$ cat src/rtl/eth_helper_pkg.sv
// Shared constants and types for the AXI-channel capture stream arbiter.
// The stream type tag of a beat equals the index of the capture block that produced it.
package eth_helper_pkg;

   localparam int STREAM_TYPE_AW    = 0;
   localparam int STREAM_TYPE_W     = 1;
   localparam int STREAM_TYPE_B     = 2;
   localparam int STREAM_TYPE_AR    = 3;
   localparam int STREAM_TYPE_R     = 4;
   localparam int STREAM_TYPE_WIDTH = 3;

   typedef enum logic {
      ARB_IDLE   = 1'b0,
      ARB_LOCKED = 1'b1
   } arb_state_t;

endpackage

$ cat src/rtl/eth_stream_arbiter_rr_picker.sv
// Combinational round-robin picker: the first set request found scanning
// upward from ptr with wrap-around wins.
module rr_picker #(
   parameter int N_REQ = 5,
   parameter int IDX_W = 3
) (
   input  logic [N_REQ-1:0] req,
   input  logic [IDX_W-1:0] ptr,
   output logic [N_REQ-1:0] win_oh,
   output logic [IDX_W-1:0] win_idx,
   output logic             win_any
);

   always_comb begin
      int slot;
      logic [IDX_W-1:0] slot_idx;
      win_oh   = '0;
      win_idx  = '0;
      win_any  = 1'b0;
      slot     = 0;
      slot_idx = '0;
      for (int k = 0; k < N_REQ; k++) begin
         slot = int'(ptr) + k;
         if (slot >= N_REQ) slot = slot - N_REQ;
         slot_idx = IDX_W'(slot);
         if (!win_any && req[slot_idx]) begin
            win_any          = 1'b1;
            win_oh[slot_idx] = 1'b1;
            win_idx          = slot_idx;
         end
      end
   end

endmodule

$ cat src/rtl/eth_stream_arbiter.sv
// Round-robin, packet-locked arbiter merging the AXI channel capture streams
// into one registered AXI-Stream output, with a per-grant inactivity watchdog.
module eth_stream_arbiter
   import eth_helper_pkg::*;
#(
   parameter int N_REQ             = 5,
   parameter int DATA_WIDTH        = 128,
   parameter int STREAM_TYPE_WIDTH = eth_helper_pkg::STREAM_TYPE_WIDTH,
   parameter int TIMEOUT_CYCLES    = 1024
) (
   input  logic                         clk,
   input  logic                         reset,
   input  logic [N_REQ-1:0]             req_valid,
   input  logic [N_REQ-1:0]             req_in_progress,
   input  logic [N_REQ*DATA_WIDTH-1:0]  req_data,
   output logic [N_REQ-1:0]             req_ready,
   output logic [DATA_WIDTH-1:0]        m_axis_tdata,
   output logic                         m_axis_tvalid,
   input  logic                         m_axis_tready,
   output logic                         m_axis_tlast,
   output logic [STREAM_TYPE_WIDTH-1:0] m_axis_tuser,
   output logic                         busy,
   output logic                         err_timeout,
   output logic [31:0]                  pkt_count
);

   localparam int IDX_W = STREAM_TYPE_WIDTH;
   localparam int CNT_W = $clog2(TIMEOUT_CYCLES);

   arb_state_t             state, state_next;
   logic [IDX_W-1:0]       grant, ptr, ptr_after, win_idx;
   logic [N_REQ-1:0]       grant_oh, win_oh;
   logic                   win_any;
   logic [CNT_W-1:0]       wd_cnt;
   logic                   out_load, xfer, last_xfer, timeout_hit;
   logic                   sel_valid, sel_in_progress;
   logic [DATA_WIDTH-1:0]  sel_data;

   rr_picker #(.N_REQ(N_REQ), .IDX_W(IDX_W)) u_picker (
      .req     (req_valid),
      .ptr     (ptr),
      .win_oh  (win_oh),
      .win_idx (win_idx),
      .win_any (win_any)
   );

   // Handshakes: a beat moves on any edge where valid & ready are both high;
   // the output register may accept a new beat only when empty or draining.
   assign out_load        = ~m_axis_tvalid | m_axis_tready;
   assign sel_valid       = req_valid[grant];
   assign sel_in_progress = req_in_progress[grant];
   assign sel_data        = req_data[int'(grant)*DATA_WIDTH +: DATA_WIDTH];
   assign xfer            = (state == ARB_LOCKED) & sel_valid & out_load;
   assign last_xfer       = xfer & ~sel_in_progress;
   assign timeout_hit     = (state == ARB_LOCKED) & ~xfer &
                            (wd_cnt == CNT_W'(TIMEOUT_CYCLES-1));
   assign ptr_after       = (grant == IDX_W'(N_REQ-1)) ? '0 : grant + 1'b1;

   always_ff @(posedge clk) begin
      if (reset) state <= ARB_IDLE;
      else       state <= state_next;
   end

   always_comb begin
      state_next = state;
      case (state)
         ARB_IDLE:   if (win_any) state_next = ARB_LOCKED;
         ARB_LOCKED: if (last_xfer || timeout_hit) state_next = ARB_IDLE;
         default:    state_next = ARB_IDLE;
      endcase
   end

   always_comb begin
      busy      = (state == ARB_LOCKED);
      req_ready = (state == ARB_LOCKED && out_load) ? grant_oh : '0;
   end

   always_ff @(posedge clk) begin
      if (reset) begin
         grant         <= '0;
         grant_oh      <= '0;
         ptr           <= '0;
         wd_cnt        <= '0;
         err_timeout   <= 1'b0;
         pkt_count     <= '0;
         m_axis_tvalid <= 1'b0;
         m_axis_tdata  <= '0;
         m_axis_tlast  <= 1'b0;
         m_axis_tuser  <= '0;
      end else begin
         if (state == ARB_IDLE && win_any) begin
            grant    <= win_idx;
            grant_oh <= win_oh;
            wd_cnt   <= '0;
         end else if (state == ARB_LOCKED) begin
            if (xfer)              wd_cnt <= '0;
            else if (!timeout_hit) wd_cnt <= wd_cnt + 1'b1;
         end
         if (last_xfer) begin
            ptr       <= ptr_after;
            pkt_count <= pkt_count + 32'd1;
         end
         // A watchdog release truncates the packet: no tlast, no packet count.
         if (timeout_hit) begin
            ptr         <= ptr_after;
            err_timeout <= 1'b1;
         end
         if (out_load) begin
            m_axis_tvalid <= xfer;
            m_axis_tdata  <= sel_data;
            m_axis_tlast  <= ~sel_in_progress;
            m_axis_tuser  <= grant;
         end
      end
   end

endmodule

$ cat config.mk
export PLATFORM = sky130hd
export DESIGN_NAME = eth_stream_arbiter
export DESIGN_NICKNAME = d
export VERILOG_FILES = /design/src/rtl/eth_helper_pkg.sv /design/src/rtl/eth_stream_arbiter_rr_picker.sv /design/src/rtl/eth_stream_arbiter.sv
export SDC_FILE = /design/constraint.sdc
export NUM_CORES = 1
export LEC_CHECK = 0
export CORE_AREA = 4 4 323 325
export CTS_CLUSTER_SIZE = 20
export DETAILED_ROUTE_END_ITERATION = 12
export DIE_AREA = 0 0 327 329
export PLACE_DENSITY = 0.44
export SYNTH_ARGS = -nofsm -noshare
export SYNTH_HDL_FRONTEND = slang
export SYNTH_SLANG_ARGS = --single-unit
$ cat constraint.sdc
create_clock -name clk -period 7.5 [get_ports clk]
set_clock_uncertainty 0.15 [all_clocks]
set_input_delay 1.125 -clock clk [delete_from_list [all_inputs] [get_ports clk]]
set_output_delay 1.125 -clock clk [all_outputs]
set_load 0.01 [all_outputs]
* Word-level counts from Yosys, hierarchy flattened
Index checks and enable logic that the tools add are counted.
** Cells by class
- Bitwise logic cells :: 14
- Order comparisons :: 16
- Mux-type cells :: 53
- Shift operators :: 1
- Reductions and logical operators :: 19
- Add/sub/neg operators :: 12
- Eq/ne operators :: 3
** Operators by type and width (count)
- variable part select 640 x 11 -> 128 bit :: 1
- two-way mux 3 bit :: 13
- adder 32 x 1 -> 32 bit, second input constant :: 1
- two-way mux 5 bit :: 6
- < comparator 3 x 4 -> 1 bit, second input constant :: 6
- binary-select mux 1 bit (select 3 bit) :: 7
- two-way mux 10 bit :: 2
- OR 5 bit :: 4
- two-way mux 1 bit :: 19
- >= comparator 4 x 3 -> 1 bit, second input constant :: 4
- demux 1 bit (select 3 bit) :: 5
- >= comparator 3 x 1 -> 1 bit, second input constant :: 5
- subtractor 3 bit, second input constant :: 5
- logical AND 1 bit :: 11
- adder 10 x 1 -> 10 bit, second input constant :: 1
- == test 10 bit, second input constant :: 1
- adder 3 x 2 -> 4 bit, second input constant :: 2
- AND 1 bit :: 5
- adder 3 x 1 -> 4 bit, second input constant :: 1
- adder 3 x 3 -> 4 bit, second input constant :: 1
- logical NOT 1 bit :: 4
- inverter 1 bit :: 4
- adder 3 x 1 -> 3 bit, second input constant :: 1
- == test 3 bit, second input constant :: 1
- other kinds (8) :: 8
** Storage, ports and cells
- Input port bits :: 653
- Logic and storage cells :: 129
- Register bits after elaboration :: 188

* Depth between registers and ports, before layout
- Depth in word-level cells :: 19
- Mapped depth :: 14

* Hierarchy
A second synthesis with hierarchy kept.
** Unflattened totals
- Cells, all modules :: 1298
- Area total of the unflattened synthesis :: 12538.3 µm²
** By module, submodules not included
- eth_stream_arbiter :: sequential area each 3763.6 µm², instances 1, cells each 1123, area an instance 11212.0 µm²
- rr_picker :: sequential area each 0.0 µm², instances 1, cells each 175, area an instance 1326.3 µm²

* Worst setup path before layout
OpenSTA, ideal clock, no wires.
- Kind :: flip-flop to flip-flop
- From :: reg ptr[1]
- To :: reg grant_oh[4]
- Arrival time :: 3.101 ns
- Clock period less this slack :: 3.383 ns
- Cell stages (with the launch flop) :: 14
- Path buffers :: 3
- Slack :: 4.117 ns
- Cells stage by stage :: dfxtp_1 clkbuf_1 inv_1 ha_1 ha_1 clkbuf_1 nand2_1 a2bb2oi_2 mux2i_1 a221o_1 o31a_1 buf_2 o21ai_0 a31oi_1
** On the way
- Cells in the longest elaborated chain, start to end :: 18
** RTL lines
- start: declaration :: RTL line eth_stream_arbiter.sv:31 : logic [IDX_W-1:0] grant, ptr, ptr_after, win_idx;
- start signal: assignment :: RTL line eth_stream_arbiter.sv:100 : ptr <= ptr_after;
- start signal: assignment :: RTL line eth_stream_arbiter.sv:105 : ptr <= ptr_after;
- parallel branches: the longest is 18 deep, another holds adder 3 x 1 -> 4 bit
- end signal: assignment :: RTL line eth_stream_arbiter.sv:93 : grant_oh <= win_oh;
- end: declaration :: RTL line eth_stream_arbiter.sv:32 : logic [N_REQ-1:0] grant_oh, win_oh;
Several ways; the timed one is not identified. The select of a mux whose other input is x is not followed.
A chain may end at the register's enable or synchronous reset.

* Worst setup path after layout
- From :: reg ptr[0]
- To :: reg grant[2]
** On the way
- Cells in the longest elaborated chain, start to end :: 18
** RTL lines
- parallel branches: the longest is 18 deep, another holds adder 3 x 1 -> 4 bit
- end signal: assignment :: RTL line eth_stream_arbiter.sv:92 : grant <= win_idx;
- end: declaration :: RTL line eth_stream_arbiter.sv:31
Several ways; the timed one is not identified. The select of a mux whose other input is x is not followed.

==> summary.txt <==
routability cong. - 0.935
setup TNS - 0 ns
Die Y - 329 um
DRT Wirelength - 91,400 um
Routed WL per cell - 27.2 um
post-layout util - 0.221
fin crit share - 0.630
CTS Sinks - 188
worst hold path type - flip-flop to flip-flop
min Tclk post-route - 4.73 ns
Crit Path Max Fanout - 23
Rel. slew slack - 0.353
Reg clk slew, reported paths - 0.09 ns
WS Path Type - flip-flop to flip-flop
CTS tree - done
Synth area leaders - dfxtp_1 31%, mux4_2 25%, a221oi_1 9.5%
post-synth top area share - 0.313
Detailed Route Iter0 Violations - 938
Final Instance Area - 22,400 um2
Worst Tran Pin Value - 0.962 ns
global route overflow - 0
Arr. time, crit path - 5.04 ns
Buf/Inv on CP - 2
DRC Markers - 0
CP delay by family, top - compound AO/OA/AOI/OAI gates
total of max-cap violations - 0
Pwr Total - 5960 uW
yosys warns - 0
Seq/Total Area, Yosys - 0.313
Synth area leader - dfxtp_1
# IOs - 825
met3 WL - 6700 um
Net Count, Synth - 1,892
Syn Inst Count - 1,226
Cell Rows - 117
Max Clock Freq - 212 MHz
Post-DP HPWL - 75,400 um
Post-synth EDFFs - 0
routed length on met1 - 39,800 um
largest net degree at the start of global routing - 68
worst-case clock buffer depth - 2
Lkg Pwr - 0.00758 uW
synth unique cells - 76
GR Util All Layers - 0.163
Post-CTS Setup Repair Bufs - 0
IO Port Bufs - 824
ANT nets after route - 0
Mapped Area - 12,000 um2
Starting Density - 0.119
vias per inst - 4.24
crit-path cells - inv_2, ha_1, clkinv_1, o21a_1, a311oi_2, and3_1, o211ai_4, o31a_1, a32o_1, a21oi_2
metal2 WL - 43,300 um
layout cell share with drive strength beyond 1 - 0.106
Post-Layout Cell Count - 3,361
status - finished, final reports clean
number of global-route vias before repair - 14,600
max layer used - met5
Crit-path slowest cell - dfxtp_1
clk_lat worst skew - 0.52 ns
length of the first detailed-routing pass in iterations - 7
clock root buffer - clkbuf_16
core box area - 101,000 um2
ys async rst share - 0
quantity of gates resized following cts - 0
Crit. End Element - flip-flop
initial antenna violation count - 39
CTS Hold Bufs - 0
placed insts - 3,317
Avg Synthesized Cell Area - 9.81 um2
largest stage delay on the critical path - 0.93 ns
Required @ worst endpoint - 7.81 ns
die area - 108,000 um2
Top FF cell, synth - dfxtp_1
Die Wd - 327 um
pwr dens - 267 nW/um2
Num CTS Buffers - 17
DR vias - 14,200
first-pass GRT wire length - 122,000 um
peak supply drop - 0.125 mV
nets@finish - 2,634
Hold Vio Cnt, Final - 0
unrepaired setup endpoints after global routing - no
final slew viol count - 0
Final setup viols - 0
FF+latch count, synth - 188
H-tree depth - 4
placed cell area - 21,700 um2
crit path launch type - flip-flop
area delta synth->final - 86.0%
[cell type report]
cell class | instances | area (um2)
Fill cell | 11000 | 79100
Timing Repair Buffer | 842 | 8380
Multi-Input combinational cell | 897 | 7750
Sequential cell | 188 | 3770
Tap cell | 1368 | 1710
Clock buffer | 17 | 425
Clock inverter | 15 | 219
Inverter | 22 | 87.6
Antenna cell | 12 | 30.0
[placed cells by master, fill, tap and decap left out, types with 6 or more instances in the layout]
cell	Yosys	routed
clkdlybuf4s50_1	0	823
nor2_1	190	190
dfxtp_1	188	186
nor3_1	136	136
mux4_2	131	131
a221oi_1	131	131
nand2_1	40	40
xor2_1	27	27
a21oi_1	25	25
nand3_1	22	22
inv_1	19	19
o21ai_0	19	19
buf_4	2	18
clkbuf_16	0	17
and3_1	15	15
nand4_1	13	13
diode_2	0	12
xnor2_1	12	12
ha_1	12	12
mux2i_1	10	10
or3_1	9	9
a31oi_1	8	8
o211ai_1	7	7
and4_1	6	6
clkinv_8	0	6
[worst register-to-register path: cells and delay by family (launching register included)]
kind,cells,cell delay [ns]
buffers and inverters,2,0.69
AND/OR/NAND/NOR,1,0.40
flip-flops,1,0.93
adder cells (fa/ha/maj),1,0.59
AO/OA/AOI/OAI,6,1.93
[state kept, by name, summed over array words and instances, names as in the netlist, 3 cells and up]
name	flops
m_axis_tdata	128
pkt_count	32
wd_cnt	10
grant_oh	5
grant	3
m_axis_tuser	3
ptr	3
[metrics by stage]
step / hold WS, ns / setup WS, ns
final: 0.310 / 2.77
after global routing: 0.331 / 2.54
after CTS: 0.312 / 2.88
after detailed placement: 0.300 / 2.88
after global placement: 0.291 / 2.95
after floorplan: 0.326 / 4.12
[path summary, 6_finish.rpt]
path | start | depth (start not counted) | end | slack, ns
hold / removal | m_axis_tuser[0] | 2 | m_axis_tuser[0] | 0.31
setup reg to reg | ptr[0] | 10 | grant[2] | 2.77
setup / recovery | ptr[0] | 10 | grant[2] | 2.77
hold reg to reg | m_axis_tuser[0] | 2 | m_axis_tuser[0] | 0.31
[routing by layer]
metal	up-vias	GRT usage
met5	-	0
met4	6	0.0378
met3	70	0.0435
met2	683	0.265
met1	7148	0.215
li1	6331	-
[power breakdown]
part | switching, uW | total, uW | internal [uW]
registers | 279 | 1530 | 1250
clock network | 580 | 1050 | 469
logic | 1690 | 3380 | 1690
total | 2550 | 5960 | 3410
[kinds of logic after synthesis]
kind of cell | Yosys count | share of synthesized area
AOI/OAI and AO/OA | 243 | 0.164
xor gates and xnor gates | 39 | 0.0284
adders and majority gates | 13 | 0.0141
buffers and inverters | 141 | 0.0454
DFF | 188 | 0.313
muxes | 141 | 0.254
and+or+nand+nor | 461 | 0.181
[cell usage after synthesis (all sizes together), types with 3 or more instances]
library cell	count
ha	12
o31ai	3
and3	15
mux4	131
nand2b	6
a32o	3
a211oi	6
a211o	3
a21o	5
and4	7
nor3	137
a21oi	27
nand3	23
o21a	3
dfxtp	188
mux2i	10
nor2b	3
nor3b	3
nand4	13
clkbuf	92
a221oi	132
o21ai	19
xnor2	12
or3	10
a31oi	9
o211ai	8
and2	3
nor4	5
nor2	190
xor2	27
nand2	40
buf	27
a22oi	3
inv	20
Note: power is estimated with default switching activity, not from simulation.
